[src/rtl/bp_looper_pkg.sv]
// Shared definitions for the hardware looper device.
//   - Register offsets within the device window (low 20 address bits).
//   - Control register bit positions.
//   - Responder FSM state encoding.
//   - Response packet layout held between accept and consume.
package bp_looper_pkg;

    localparam logic [19:0] hw_looper_control_addr_gp    = 20'h0_0000;
    localparam logic [19:0] hw_looper_start_addr_gp      = 20'h0_0008;
    localparam logic [19:0] hw_looper_end_addr_gp        = 20'h0_0010;
    localparam logic [19:0] hw_looper_next_alloc_addr_gp = 20'h0_0018;
    localparam logic [19:0] hw_looper_size_addr_gp       = 20'h0_0020;

    localparam int looper_enable_bit_gp    = 0;
    localparam int looper_exhausted_bit_gp = 1;

    // Widest data path the response packet can carry.
    localparam int looper_pkt_data_width_gp = 64;

    typedef enum logic {
        e_ready = 1'b0,
        e_resp  = 1'b1
    } bp_looper_state_e;

    typedef struct packed {
        logic                                err;
        logic [looper_pkt_data_width_gp-1:0] data;
    } bp_looper_resp_s;

endpackage

[src/rtl/bp_looper_claim.sv]
// Combinational claim datapath.
//   enable, cursor, limit, size : current looper state
//   grant       : a chunk is available (enable & cursor < limit)
//   claim_data  : value returned to the claiming core
//   cursor_next : cursor after the claim (saturates at limit)
module bp_looper_claim
    import bp_looper_pkg::*;
#(
    parameter int index_width_p = 32
) (
    input  logic                     enable,
    input  logic [index_width_p-1:0] cursor,
    input  logic [index_width_p-1:0] limit,
    input  logic [index_width_p-1:0] size,
    output logic                     grant,
    output logic [index_width_p-1:0] claim_data,
    output logic [index_width_p-1:0] cursor_next
);

    // One extra bit so a sum that wraps the index width still compares
    // as larger than limit and clamps instead of wrapping to a small value.
    logic [index_width_p:0] sum_wide;

    assign sum_wide    = {1'b0, cursor} + {1'b0, size};
    assign grant       = enable & (cursor < limit);
    assign claim_data  = grant ? cursor : limit;
    assign cursor_next = !grant                     ? cursor :
                         (sum_wide >= {1'b0, limit}) ? limit  :
                                                       sum_wide[index_width_p-1:0];

endmodule

[src/rtl/bp_looper_dev.sv]
// Memory-mapped hardware looper responder (single outstanding command).
//   clk_i/reset_i            : clock, synchronous active-high reset
//   cmd_v_i/cmd_ready_o      : command handshake
//   cmd_w_i, cmd_addr_i, cmd_data_i : store flag, address, store data
//   resp_v_o/resp_yumi_i     : response handshake
//   resp_data_o, resp_err_o  : load data, unmapped/misaligned flag
//   active_o                 : enable & (cursor < end)
module bp_looper_dev
    import bp_looper_pkg::*;
#(
    parameter int paddr_width_p = 40,
    parameter int data_width_p  = 64,
    parameter int index_width_p = 32
) (
    input  logic                     clk_i,
    input  logic                     reset_i,
    input  logic                     cmd_v_i,
    output logic                     cmd_ready_o,
    input  logic                     cmd_w_i,
    input  logic [paddr_width_p-1:0] cmd_addr_i,
    input  logic [data_width_p-1:0]  cmd_data_i,
    output logic                     resp_v_o,
    input  logic                     resp_yumi_i,
    output logic [data_width_p-1:0]  resp_data_o,
    output logic                     resp_err_o,
    output logic                     active_o
);

    localparam int pad_width_lp = looper_pkt_data_width_gp - index_width_p;

    bp_looper_state_e         state_reg, state_next;
    logic                     enable_reg, enable_next;
    logic [index_width_p-1:0] start_reg, start_next;
    logic [index_width_p-1:0] end_reg, end_next;
    logic [index_width_p-1:0] cursor_reg, cursor_next;
    logic [index_width_p-1:0] size_reg, size_next;
    bp_looper_resp_s          resp_reg, resp_next;

    logic                     accept;
    logic [19:0]              offset;
    logic [index_width_p-1:0] wdata;
    logic                     grant;
    logic [index_width_p-1:0] claim_data, claim_cursor;
    logic                     unused_bits;

    // Device selection happens upstream; only the low window bits decode here.
    assign unused_bits = ^{cmd_addr_i, cmd_data_i};
    assign offset      = cmd_addr_i[19:0];
    assign wdata       = cmd_data_i[index_width_p-1:0];

    assign cmd_ready_o = (state_reg == e_ready) & ~reset_i;
    assign accept      = cmd_v_i & cmd_ready_o;
    assign resp_v_o    = (state_reg == e_resp);
    assign resp_data_o = resp_reg.data[data_width_p-1:0];
    assign resp_err_o  = resp_reg.err;
    assign active_o    = enable_reg & (cursor_reg < end_reg);

    bp_looper_claim #(.index_width_p(index_width_p)) claim (
        .enable      (enable_reg),
        .cursor      (cursor_reg),
        .limit       (end_reg),
        .size        (size_reg),
        .grant       (grant),
        .claim_data  (claim_data),
        .cursor_next (claim_cursor)
    );

    always_comb begin
        state_next  = state_reg;
        enable_next = enable_reg;
        start_next  = start_reg;
        end_next    = end_reg;
        cursor_next = cursor_reg;
        size_next   = size_reg;
        resp_next   = resp_reg;

        case (state_reg)
            e_ready: begin
                if (accept) begin
                    state_next = e_resp;
                    resp_next  = '0;
                    if (offset[2:0] != 3'b000) begin
                        resp_next.err = 1'b1;
                    end else if (cmd_w_i) begin
                        case (offset)
                            hw_looper_control_addr_gp: begin
                                enable_next = wdata[looper_enable_bit_gp];
                                // Enabling always re-arms, even if already on.
                                if (wdata[looper_enable_bit_gp]) cursor_next = start_reg;
                            end
                            hw_looper_start_addr_gp:      start_next  = wdata;
                            hw_looper_end_addr_gp:        end_next    = wdata;
                            hw_looper_next_alloc_addr_gp: cursor_next = wdata;
                            hw_looper_size_addr_gp:       size_next   = wdata;
                            default:                      resp_next.err = 1'b1;
                        endcase
                    end else begin
                        case (offset)
                            hw_looper_control_addr_gp: begin
                                resp_next.data[looper_enable_bit_gp]    = enable_reg;
                                resp_next.data[looper_exhausted_bit_gp] = enable_reg & ~(cursor_reg < end_reg);
                            end
                            hw_looper_start_addr_gp: resp_next.data = {{pad_width_lp{1'b0}}, start_reg};
                            hw_looper_end_addr_gp:   resp_next.data = {{pad_width_lp{1'b0}}, end_reg};
                            hw_looper_next_alloc_addr_gp: begin
                                resp_next.data = {{pad_width_lp{1'b0}}, claim_data};
                                cursor_next    = claim_cursor;
                            end
                            hw_looper_size_addr_gp:  resp_next.data = {{pad_width_lp{1'b0}}, size_reg};
                            default:                 resp_next.err  = 1'b1;
                        endcase
                    end
                end
            end
            e_resp: begin
                if (resp_yumi_i) state_next = e_ready;
            end
            default: state_next = e_ready;
        endcase
    end

    always_ff @(posedge clk_i) begin
        if (reset_i) begin
            state_reg  <= e_ready;
            enable_reg <= 1'b0;
            start_reg  <= '0;
            end_reg    <= '0;
            cursor_reg <= '0;
            size_reg   <= '0;
            resp_reg   <= '0;
        end else begin
            state_reg  <= state_next;
            enable_reg <= enable_next;
            start_reg  <= start_next;
            end_reg    <= end_next;
            cursor_reg <= cursor_next;
            size_reg   <= size_next;
            resp_reg   <= resp_next;
        end
    end

endmodule

[config.mk]
export PLATFORM = sky130hd
export DESIGN_NAME = bp_looper_dev
export DESIGN_NICKNAME = d
export VERILOG_FILES = /design/src/rtl/bp_looper_pkg.sv /design/src/rtl/bp_looper_claim.sv /design/src/rtl/bp_looper_dev.sv
export SDC_FILE = /design/constraint.sdc
export NUM_CORES = 1
export LEC_CHECK = 0
export BUFFER_PORTS_ARGS = -buffer_cell sky130_fd_sc_hd__buf_2
export CORE_MARGIN = 1
export CORE_UTILIZATION = 25
export DETAILED_ROUTE_END_ITERATION = 10
export HOLD_SLACK_MARGIN = 0.06
export PLACE_DENSITY = 0.45
export SYNTH_ARGS = -nofsm -noshare
export SYNTH_HDL_FRONTEND = slang
export SYNTH_SLANG_ARGS = --single-unit
[constraint.sdc]
create_clock -name clk_i -period 10 [get_ports clk_i]
set_clock_uncertainty 0.2 [all_clocks]
set_input_delay 1.5 -clock clk_i [delete_from_list [all_inputs] [get_ports clk_i]]
set_output_delay 1.5 -clock clk_i [all_outputs]
set_load 0.02 [all_outputs]
Yosys cells after proc, flatten, opt, wreduce, memory -nomap -nowiden
Cells that the tools add are included.
{ "op_classes": {"mux": 16, "multipliers": 0, "div_mod_pow": 0, "addsub": 1, "eq_ne": 5, "magnitude_cmp": 2, "reduce_logical": 12, "n_shift": 0, "n_bitwise": 8} }
{ "ops": {"columns": ["operator", "n"], "rows": [
  ["2-to-1 mux 32 bit", 6],
  ["2-to-1 mux 64 bit", 2],
  ["one-hot mux 30 bit (4 select lines)", 1],
  ["one-hot mux 32 bit (2 select lines)", 1],
  ["== test 20 x 5 -> 1 bit, second input constant", 2],
  ["adder 32 x 32 -> 33 bit", 1],
  [">= comparator 33 x 32 -> 1 bit", 1],
  ["less-than comparator 32 bit", 1],
  ["== test 20 x 4 -> 1 bit, second input constant", 1],
  ["== test 20 x 6 -> 1 bit, second input constant", 1],
  ["zero test 20 bit", 1],
  ["AND reduction 5 bit", 4],
  ["one-hot mux 2 bit (5 select lines)", 1],
  ["AND reduction 7 bit", 1],
  ["nonzero test 2 bit", 3],
  ["OR reduction 5 bit", 1],
  ["AND 1 bit", 4],
  ["2-to-1 mux 1 bit", 4],
  ["inverter 1 bit", 4],
  ["!= test 3 bit, second input constant", 1],
  ["nonzero test 3 bit", 1],
  ["one-hot mux 1 bit (2 select lines)", 1],
  ["AND reduction 2 bit", 1]
]} }
{ "word_totals": {"romBits": 0, "latchBits": 0, "regBits": 195, "in_bits": 109, "n_memories": 0, "wordCells": 52, "ram_bits": 0, "output_inout_bits": 68} }

Logic depth before layout (Yosys ltp)
Gate-level depths: netlist of the first run.
{ "logic_depth": {"ltp_word": 6, "mapped_depth": 20, "mapped_depth_nobuf": 18} }

Cells and area by module
Synthesis of the first run repeated with hierarchy kept, for this count alone.
{ "hier_totals": {"cells_unflattened": 1612, "hier_area_um2": 12291.8} }
{ "modules_own_cells": {"columns": ["module", "seq_area_each_um2", "cells_per_inst", "instances", "area_each_um2"], "rows": [
  ["bp_looper_dev", 3263.1, 1002, 1, 8045.2],
  ["bp_looper_claim", 0.0, 610, 1, 4246.6]
]} }

Worst setup path after synthesis of the first run
Ideal clock, no wire load.
{ "synth_timing": {"path_type": "register to register", "startpoint": "register size_reg[0]", "endpoint": "register cursor_reg[23]", "setup_ps": 122, "period_less_slack_ps": 4459, "t_required_ps": 9678, "slack_ps": 5541, "path_buffers": 1, "arrival_time_ps": 4138, "path_stages_with_launch": 19, "cell_sequence": "dfxtp_1 > ha_1 > fa_1 > a211oi_1 > o21ai_1 > o211ai_2 > a211oi_1 > or4_1 > o311ai_1 > ha_1 > nand4_1 > nor2_1 > a221o_1 > a211oi_1 > a211o_1 > clkbuf_1 > a21oi_1 > a211oi_1 > o21ai_1"} }
{ "synth_via": {"elab_chain_cells": 6} }
{ "synth_rtl": {"columns": ["element", "line_no", "source"], "rows": [
  ["from (decl)", "bp_looper_dev.sv:36", "logic [index_width_p-1:0] size_reg, size_next;"],
  ["from (signal assigned)", "bp_looper_dev.sv:137", "size_reg <= size_next;"],
  ["adder 32 x 32 -> 33 bit *", "bp_looper_claim.sv:24", "assign sum_wide = {1'b0, cursor} + {1'b0, size};"],
  [">= comparator 33 x 32 -> 1 bit", "bp_looper_claim.sv:28", "(sum_wide >= {1'b0, limit}) ? limit :"],
  ["2-to-1 mux 32 bit *", "bp_looper_claim.sv:28", null],
  ["2-to-1 mux 32 bit *", "bp_looper_claim.sv:27", "assign cursor_next = !grant ? cursor :"],
  ["2-to-1 mux 32 bit *", "bp_looper_dev.sv:98", "case (offset)"],
  ["2-to-1 mux 32 bit *", "bp_looper_dev.sv:84", "end else if (cmd_w_i) begin"],
  ["to (signal assigned)", "bp_looper_dev.sv:136", "cursor_reg <= cursor_next;"],
  ["to (decl)", "bp_looper_dev.sv:35", "logic [index_width_p-1:0] cursor_reg, cursor_next;"]
]} }
Mark *: on every way between the ends. The rest lies on a longest branch, timed or not. The select of a mux whose other input is x is not followed.
A chain may end at the register's enable or synchronous reset.

Final worst setup path of the first run
{ "layout_timing": {"startpoint": "register cursor_reg[0]", "endpoint": "register cursor_reg[25]"} }
{ "layout_via": {"elab_chain_cells": 6} }
{ "layout_rtl": {"columns": ["element", "line_no"], "rows": [
  ["adder 32 x 32 -> 33 bit", "bp_looper_claim.sv:24"],
  [">= comparator 33 x 32 -> 1 bit", "bp_looper_claim.sv:28"],
  ["2-to-1 mux 32 bit", "bp_looper_claim.sv:28"],
  ["2-to-1 mux 32 bit", "bp_looper_claim.sv:27"],
  ["2-to-1 mux 32 bit", "bp_looper_dev.sv:98"],
  ["2-to-1 mux 32 bit", "bp_looper_dev.sv:84"]
]} }
Parallel ways exist; a longest one is shown, timed or not. The select of a mux whose other input is x is not followed.

==> flow_metrics.env, run 1 <==
export IMPL_drt_wl_total_mm=42.13
export IMPL_pre_cts_ws_ns=3.634
export IMPL_synth_edff_count=0
export IMPL_cts_tree="done"
export IMPL_endpoint="cursor_reg[25]"
export IMPL_maxCapViolCount=0
export IMPL_layout_drive_gt1_share_pct=11.18
export IMPL_yosysWarningCount=0
export IMPL_clock_latency_ns=0.45
export IMPL_maxSlewViolCount=0
export IMPL_period_minus_slack_ns=6.398
export IMPL_synth_area_per_cell_sq_um=7.605
export IMPL_grtUsageTotal_pct=19.00
export IMPL_die_area_sq_mm=0.04529
export IMPL_critPathMaxFanout=25
export IMPL_antenna_found_initial=0
export IMPL_finalNonFillerCells=2097
export IMPL_end_kind="flop"
export IMPL_fin_ws_ns=3.602
export IMPL_tns_ns=0
export IMPL_root_buffer="clkbuf_16"
export IMPL_cts_buffers=17
export IMPL_cts_htree_levels=4
export IMPL_status="finished, final reports clean"
export IMPL_max_freq_mhz=156.3
export IMPL_ys_top_cells_by_area="dfxtp_1 (29%), nand2_1 (12%), ha_1 (11%)"
export IMPL_min_path_type="flop to flop"
export IMPL_ioPinCount=177
export IMPL_crit_arrival_ns=6.58
export IMPL_min_delay_path_depth=2
export IMPL_startpoint_type="flop"
export IMPL_r2r_start="cursor_reg[0]"
export IMPL_port_buffers=92
export IMPL_postCtsSetupBuffers=0
export IMPL_grt_overflow_total=0
export IMPL_dp_hpwl_mm=28.44
export IMPL_syn_inst=1461
export IMPL_synthArstFlopShare_pct=0
export IMPL_dp_cells=2065
export IMPL_start_util_pct=25.57
export IMPL_drt_iter0_markers=962
export IMPL_synthDistinctLibCells=73
export IMPL_postCtsHoldBufs=0
export IMPL_routed_via_count=10821
export IMPL_synth_seq_cells=163
export IMPL_routedWlPerCell_um=20.09
export IMPL_vdd_drop_max_v=0.0001206
export IMPL_worst_pin_slew_ns=1.123
export IMPL_place_area_sq_mm=0.01194
export IMPL_rsz0062_at_grt="no"
export IMPL_grt_pass1_vias=10558
export IMPL_finalSetupViolCount=0
export IMPL_die_h_um=212.8
export IMPL_grt_pass1_wl_mm=64.83
export IMPL_ant_nets=0
export IMPL_crit_path_start="cursor_reg[0]"
export IMPL_path_class="flop to flop"
export IMPL_ys_flop_type="dfxtp_1"
export IMPL_grt_max_degree=83
export IMPL_fin_nets=1704
export IMPL_clockBufferDepth=2
export IMPL_die_w_um=212.8
export IMPL_viasPerCell=5.160
export IMPL_yosysSeqAreaShare_pct=29.37
export IMPL_synth_top_area_share_pct=29.37
export IMPL_hold_violations=0
export IMPL_drc=0
export IMPL_power_density_mw_per_mm2=108.8
export IMPL_area_growth_pct=12.34
export IMPL_n_antenna_cell=0
export IMPL_required_ns=10.18
export IMPL_yosysTopAreaCell="dfxtp_1"
export IMPL_slew_headroom_pct=24.48
export IMPL_reg2reg_depth=18
export IMPL_place_gp_congestion=0.8832
export IMPL_fin_crit_sh_pct=63.98
export IMPL_rows=76
export IMPL_cts_resized=0
export IMPL_cts_sinks=163
export IMPL_path_clk_slew_ns=0.06
export IMPL_dr_pass1_iters=8
export IMPL_syn_cell_area_sq_mm=0.01111
export IMPL_p_leak_nw=4.775
export IMPL_hold_ws_ns=0.2462
export IMPL_regToRegSetupSlack_ns=3.60
export IMPL_core_sq_mm=0.04346
export IMPL_timing_rr_end="cursor_reg[25]"
export IMPL_fin_area_sq_mm=0.01248
[power by group]
part           switching, mW  internal, mW
clock                  0.292         0.347
combinational         0.0528        0.0163
sequential          0.000505         0.650
total                  0.345          1.01
[cell families after synthesis]
| kind of cell | count (synthesis) | synth area share, % |
|---|---|---|
| simple gates | 547 | 22.65 |
| compound gates | 442 | 26.24 |
| buf+inv | 171 | 7.387 |
| flops | 163 | 29.37 |
| fa+ha+maj | 96 | 10.88 |
| xor+xnor | 27 | 2.128 |
| mux | 14 | 1.318 |
| other cells | 1 | 0.03375 |
[layout by cell type (no fill, tap or decap), types with 16 or more instances in the layout]
master and n:
nand2_1 357, dfxtp_1 163, ha_1 95, nand3_1 52, buf_2 91, a222oi_1 29
nand3b_1 16, clkbuf_16 17, a211oi_1 24, o211ai_1 16, inv_1 47, a21oi_1 194
o21ai_1 19, buf_4 21, o21ai_0 39, conb_1 32, a311oi_1 17, nor2_1 36
a21o_1 16, xnor2_1 17
[critical path, stage by stage (launching register included)]
cell	delay [ns]
dfxtp_1	0.34
ha_1	0.24
fa_1	0.45
a211oi_1	0.25
o21ai_1	0.21
o211ai_2	0.34
nand3_1	0.17
a21o_1	0.21
a21oi_1	0.16
xnor2_1	0.24
ha_1	0.34
a21oi_1	0.14
o21ai_0	0.16
a221o_1	0.37
a211oi_1	0.47
a211o_1	0.92
nand2_1	0.41
nor2_1	0.49
a221o_1	0.22
[worst min path at each step]
stage | start | end | slack (ns)
floorplan | start_reg[1] | start_reg[1] | 0.24
CTS | resp_data_o[22] | resp_data_o[22] | 0.25
global route | resp_data_o[26] | resp_data_o[26] | 0.27
finish | resp_data_o[22] | resp_data_o[22] | 0.25
global placement | resp_data_o[18] | resp_data_o[18] | 0.24
detailed placement | resp_data_o[28] | resp_data_o[28] | 0.24
[layer usage]
metal / wire length, um / vias up / GRT usage [%]
li1: - / 5287 / -
met1: 19800 / 5238 / 25.51
met2: 20290 / 263 / 32.34
met3: 1533 / 33 / 2.059
met4: 510 / 0 / 4.565
met5: 0 / - / 0
[cell usage after synthesis, drive strengths merged, types with 3 or more instances]
cell    number
nand2      357
a21oi      195
dfxtp      163
ha          95
clkbuf      63
buf         61
o21ai       58
nand3       52
inv         47
nor2        38
a222oi      29
a211oi      26
a311oi      18
o211ai      18
xnor2       17
a21o        16
nand3b      16
nor3b       15
nand4       14
a21boi      13
nor3        13
a31o        11
nand2b      10
xor2        10
mux2i        9
a221o        8
a211o        7
nor2b        7
a221oi       6
a31oi        6
and3         6
nor4         6
mux2         5
o211a        5
o21a         4
o221ai       4
or3          4
and2         3
o41ai        3
[cell type report]
type	count	area, sq um
inverter	47	176.4
tap	585	732.0
clock inverter	10	85.08
fill	4780	30970
clock buffer	22	454.2
timing repair buffer	112	613.1
sequential	163	3263
multi-input combinational	1158	7158
[stage by stage]
| stage | util, % | total power, mW |
|---|---|---|
| after floorplan | - | 0.7104 |
| after global placement | 27.48 | 0.7336 |
| after detailed placement | 27.48 | 0.7341 |
| after CTS | 28.72 | 1.377 |
| after global routing | 28.72 | 1.405 |
| final | 28.72 | 1.358 |
Power figures use the tool's default switching activity.
==> run 2: changes to the inputs <==
- clock period: 10 -> 6.6 ns (I/O delays scaled with it)
==> flow_metrics.env, run 2 (synthesized netlist as in run 1, its figures left out) <==
export IMPL_end_kind="flop"
export IMPL_dp_hpwl_mm=30.27
export IMPL_clockBufferDepth=2
export IMPL_area_growth_pct=13.52
export IMPL_fin_nets=1713
export IMPL_cts_buffers=17
export IMPL_crit_top_cell="a211oi_1"
export IMPL_dr_pass1_iters=5
export IMPL_place_gp_congestion=0.9016
export IMPL_cts_sinks=163
export IMPL_switching_share_pct=25.38
export IMPL_path_class="flop to flop"
export IMPL_n_antenna_cell=0
export IMPL_drc=0
export IMPL_die_h_um=212.8
export IMPL_layout_common_cells="nand2_1 (357), a21oi_1 (194), dfxtp_1 (163)"
export IMPL_layout_drive_gt1_share_pct=11.91
export IMPL_p_leak_nw=4.860
export IMPL_tns_ns=0
export IMPL_cts_htree_levels=4
export IMPL_vdd_drop_max_v=0.0001627
export IMPL_drt_iter0_markers=894
export IMPL_total_power_mw=2.155
export IMPL_die_area_sq_mm=0.04529
export IMPL_min_path_type="flop to flop"
export IMPL_grt_pass1_vias=10648
export IMPL_required_ns=6.75
export IMPL_clock_latency_ns=0.46
export IMPL_status="finished, final reports clean"
export IMPL_nFillCells=4768
export IMPL_finalNonFillerCells=2105
export IMPL_routedWlPerCell_um=20.09
export IMPL_postCtsSetupBuffers=0
export IMPL_grt_pass1_wl_mm=64.95
export IMPL_core_sq_mm=0.04346
export IMPL_rows=76
export IMPL_die_w_um=212.8
export IMPL_final_common_cell="nand2_1"
export IMPL_cp_num_buf_inv=1
export IMPL_p_switching_mw=0.5471
export IMPL_port_buffers=92
export IMPL_comb_power_share_pct=4.8
export IMPL_slew_headroom_pct=27.57
export IMPL_period_minus_slack_ns=5.861
export IMPL_ioPinCount=177
export IMPL_finalSetupViolCount=0
export IMPL_slowest_delay_ns=0.48
export IMPL_maxSlewViolCount=0
export IMPL_viasPerCell=5.203
export IMPL_hold_violations=0
export IMPL_drt_wl_total_mm=42.29
export IMPL_start_util_pct=25.57
export IMPL_routed_via_count=10952
export IMPL_maxCapViolCount=0
export IMPL_crit_chain="ha_1 -> fa_1 -> a211oi_1 -> o21ai_1 -> o211ai_2 -> a211oi_1 -> nor2_1 -> o311ai_1 -> ha_1 -> nand4_1 -> nor2_1 -> a221o_1 -> a211oi_1 -> a211oi_1 -> nor2_4 -> buf_4 -> o211ai_1 -> a31o_1"
export IMPL_power_share_clock_pct=49.5
export IMPL_dp_cells=2074
export IMPL_cp_top_family="compound AO/OA/AOI/OAI gates"
export IMPL_cts_tree="done"
export IMPL_slowest_stage="a211oi_1"
export IMPL_seqCellArea_sq_mm=0.003263
export IMPL_startpoint_type="flop"
export IMPL_root_buffer="clkbuf_16"
export IMPL_max_freq_mhz=170.6
export IMPL_grt_max_degree=80
export IMPL_critPathMaxFanout=17
export IMPL_p_seq_share_pct=45.7
export IMPL_ant_nets=0
export IMPL_power_density_mw_per_mm2=170.9
export IMPL_multiInputGateArea_sq_mm=0.007158
export IMPL_crit_arrival_ns=6.01
export IMPL_cts_resized=0
export IMPL_grt_overflow_total=0
export IMPL_rsz0062_at_grt="no"
export IMPL_regToRegSetupSlack_ns=0.74
export IMPL_path_clk_slew_ns=0.07
export IMPL_worst_pin_slew_ns=1.077
export IMPL_postCtsHoldBufs=0
export IMPL_antenna_found_initial=0
export IMPL_fin_crit_sh_pct=88.80
export IMPL_power_internal_mw=1.608
export IMPL_grtUsageTotal_pct=19.07
## run 2: cell count changes in the layout (fill, tap and decap cells not counted)
cell / change
clkbuf_1: -4
buf_4: +9
clkbuf_8: -1
bufinv_16: +2
clkinvlp_4: -3
clkinv_4: +2
inv_6: +6
clkinv_2: -3
## run 2: final cells by class
class                      count  area share, %
tap                          585          5.803
inverter                      47          1.399
multi-input combinational   1158          56.75
timing repair buffer         121          5.396
sequential                   163          25.87
clock inverter                14          1.409
clock buffer                  17          3.373
## run 2: worst paths after layout
kind / from / to / cells after the start
setup / recovery: cursor_reg[0] / cursor_reg[8] / 18
setup reg to reg: cursor_reg[0] / cursor_reg[8] / 18
hold reg to reg: resp_data_o[20] / resp_data_o[20] / 2
hold / removal: resp_data_o[20] / resp_data_o[20] / 2
## run 2: per-stage QoR
step	hold slack, ns	area [sq um]	util [%]	setup slack, ns
detailed placement	0.2416	12010	27.64	0.8231
floorplan	0.2448	11230	-	2.141
CTS	0.2506	12610	29.03	0.7721
finish	0.2458	12610	29.03	0.7392
global route	0.2760	12610	29.03	0.4104
global placement	0.2367	12010	27.64	0.8263
## run 2: power groups by stage
stage          sequential (mW)  combinational [mW]  clock (mW)
2_1_floorplan             1.01              0.0676           0
4_1_cts                  0.985               0.104        1.09
3_3_place_gp              1.01               0.104           0
3_5_place_dp              1.01               0.104           0
5_1_grt                  0.985               0.113        1.13
6_report                 0.985               0.104        1.07
## run 2: layer usage
| metal | global-route usage, % | vias up | part of all wire (%) |
|---|---|---|---|
| met2 | 32.67 | 300 | 48 |
| met5 | 0 | - | 0 |
| li1 | - | 5303 | - |
| met3 | 2.927 | 51 | 4.1 |
| met1 | 24.58 | 5298 | 46 |
| met4 | 5.458 | 0 | 2.2 |
## run 2: worst reg2reg max path: cells and delay by family, from the launching register on
kind	cells	cell delay, ns
buffers and inverters	1	0.34
DFF	1	0.39
and+or+nand+nor	4	0.87
AOI/OAI and AO/OA	10	3.10
adders and majority gates	3	0.86
==> run 3: changes to the inputs <==
- ABC_AREA: unset -> 1
- CAP_MARGIN: unset -> 5
- PLACE_DENSITY: 0.45 -> 0.44
==> flow_metrics.env, run 3 <==
export IMPL_ant_nets=0
export IMPL_place_gp_congestion=0.8923
export IMPL_fin_ws_ns=1.770
export IMPL_p_switching_mw=0.5921
export IMPL_drt_iter0_markers=688
export IMPL_layout_drive_gt1_share_pct=8.775
export IMPL_die_h_um=221.4
export IMPL_die_w_um=221.4
export IMPL_cp_top_family="simple AND/OR/NAND/NOR gates"
export IMPL_cts_tree="done"
export IMPL_rsz0062_at_grt="no"
export IMPL_hold_violations=0
export IMPL_timing_rr_end="cursor_reg[3]"
export IMPL_r2r_start="size_reg[0]"
export IMPL_end_kind="flop"
export IMPL_min_path_type="flop to flop"
export IMPL_reg2reg_depth=26
export IMPL_pre_cts_ws_ns=1.791
export IMPL_dr_pass1_iters=5
export IMPL_crit_top_cell="nand2_1"
export IMPL_grt_max_degree=72
export IMPL_synth_seq_cells=163
export IMPL_comb_power_share_pct=4.6
export IMPL_postCtsSetupBuffers=0
export IMPL_dp_cells=2509
export IMPL_power_share_clock_pct=49.4
export IMPL_drt_wl_total_mm=44.00
export IMPL_clockBufferDepth=2
export IMPL_dp_hpwl_mm=31.53
export IMPL_path_class="flop to flop"
export IMPL_startpoint_type="flop"
export IMPL_required_ns=6.75
export IMPL_cts_buffers=17
export IMPL_yosysSeqAreaShare_pct=27.12
export IMPL_worst_pin_slew_ns=1.042
export IMPL_fin_crit_sh_pct=73.18
export IMPL_postCtsHoldBufs=0
export IMPL_p_leak_nw=6.517
export IMPL_min_delay_start="resp_data_o[16]"
export IMPL_clock_latency_ns=0.47
export IMPL_grtUsageTotal_pct=18.09
export IMPL_slew_headroom_pct=30.38
export IMPL_finalSetupViolCount=0
export IMPL_final_common_cell="nand2_1"
export IMPL_synth_area_per_cell_sq_um=6.410
export IMPL_maxCapViolCount=0
export IMPL_hold_end="resp_data_o[16]"
export IMPL_power_density_mw_per_mm2=159.0
export IMPL_die_area_sq_mm=0.04901
export IMPL_grt_overflow_total=0
export IMPL_slowest_delay_ns=0.62
export IMPL_fin_util_pct=28.24
export IMPL_synthDistinctLibCells=47
export IMPL_power_internal_mw=1.547
export IMPL_p_seq_share_pct=46.0
export IMPL_min_delay_path_depth=2
export IMPL_cts_resized=0
export IMPL_root_buffer="clkbuf_16"
export IMPL_grt_pass1_wl_mm=68.79
export IMPL_ys_flop_type="dfxtp_1"
export IMPL_grt_pass1_vias=11883
export IMPL_routed_via_count=12225
export IMPL_regToRegSetupSlack_ns=1.77
export IMPL_synth_edff_count=0
export IMPL_rows=80
export IMPL_cts_htree_levels=4
export IMPL_switching_share_pct=27.68
export IMPL_place_area_sq_mm=0.01287
export IMPL_maxSlewViolCount=0
export IMPL_finalNonFillerCells=2541
export IMPL_yosysWarningCount=0
export IMPL_max_freq_mhz=207.0
export IMPL_synth_top_area_share_pct=27.12
export IMPL_nFillCells=5406
export IMPL_routedWlPerCell_um=17.31
export IMPL_status="finished, final reports clean"
export IMPL_area_growth_pct=11.83
export IMPL_crit_arrival_ns=4.98
export IMPL_slowest_stage="nand2_2"
export IMPL_port_buffers=92
export IMPL_core_sq_mm=0.04765
export IMPL_yosysTopAreaCell="dfxtp_1"
export IMPL_synthArstFlopShare_pct=0
export IMPL_n_antenna_cell=0
export IMPL_cts_sinks=163
export IMPL_viasPerCell=4.811
export IMPL_vdd_drop_max_v=0.0001509
export IMPL_syn_inst=1877
export IMPL_start_util_pct=25.25
export IMPL_critPathMaxFanout=32
export IMPL_ys_top_cells_by_area="dfxtp_1 (27%), nand2_1 (12%), a21oi_1 (10%)"
export IMPL_cp_num_buf_inv=1
export IMPL_ioPinCount=177
export IMPL_tns_ns=0
export IMPL_path_clk_slew_ns=0.07
export IMPL_multiInputGateArea_sq_mm=0.007271
export IMPL_drc=0
export IMPL_synth_common_cells="nand2_1 (398), a21oi_1 (252), inv_1 (249)"
export IMPL_syn_cell_area_sq_mm=0.01203
export IMPL_yosysMostFrequentCell="nand2_1"
export IMPL_seqCellArea_sq_mm=0.003263
export IMPL_fin_area_sq_mm=0.01346
export IMPL_layout_common_cells="nand2_1 (398), a21oi_1 (252), inv_1 (249)"
export IMPL_antenna_found_initial=0
export IMPL_period_minus_slack_ns=4.830
export IMPL_fin_nets=2118
==> run 3: logic make-up after synthesis <==
kind of cell,Yosys count,synth area share [%]
and+or+nand+nor,746,26.79
AOI/OAI and AO/OA,473,21.32
buffers and inverters,381,13.46
DFF,163,27.12
adders and majority gates,96,10.05
xor gates and xnor gates,17,1.238
other,1,0.03117
==> run 3: how the worst max path moves through the flow <==
stage | slack [ns] | from | endpoint | depth (start not counted)
after detailed placement | 1.79 | size_reg[0] | cursor_reg[3] | 26
final | 1.77 | size_reg[0] | cursor_reg[3] | 26
after global placement | 1.76 | size_reg[0] | cursor_reg[1] | 26
after floorplan | 2.90 | size_reg[0] | cursor_reg[10] | 27
after global routing | 1.31 | size_reg[0] | cursor_reg[14] | 26
after CTS | 1.72 | size_reg[0] | cursor_reg[3] | 26
==> run 3: area by class of cell <==
cell class	count	area share [%]
Clock buffer	18	3.264
Clock inverter	14	1.079
Inverter	255	7.114
Multi-Input combinational cell	1364	54.04
Sequential cell	163	24.25
Tap cell	615	5.719
Timing Repair Buffer	112	4.538
==> run 3: tightest hold or removal path: cells and delay by family, from the launching register on <==
kind | cells | cell delay (ns)
DFF | 1 | 0.31
and+or+nand+nor | 1 | 0.05
AOI/OAI and AO/OA | 1 | 0.05
==> run 3: layer usage <==
| layer | GRT usage (%) | up-vias | share of wire, % |
|---|---|---|---|
| met5 | 0 | - | 0 |
| met4 | 6.294 | 0 | 2.8 |
| met3 | 2.457 | 47 | 4.0 |
| met2 | 30.54 | 249 | 47 |
| met1 | 23.49 | 5689 | 47 |
| li1 | - | 6240 | - |
==> run 3: power by group through the flow <==
stage / Combinational, mW / Sequential [mW] / Clock, mW
6_report: 0.0975 / 0.984 / 1.06
5_1_grt: 0.106 / 0.984 / 1.12
4_1_cts: 0.0982 / 0.984 / 1.08
3_5_place_dp: 0.0980 / 1.01 / 0
3_3_place_gp: 0.0970 / 1.01 / 0
2_1_floorplan: 0.0691 / 1.01 / 0
==> run 3: metrics by stage <==
stage	hold slack, ns	power, mW
finish	0.2610	2.139
global route	0.2762	2.206
CTS	0.2647	2.164
detailed placement	0.2526	1.105
global placement	0.2530	1.105
floorplan	0.2713	1.078
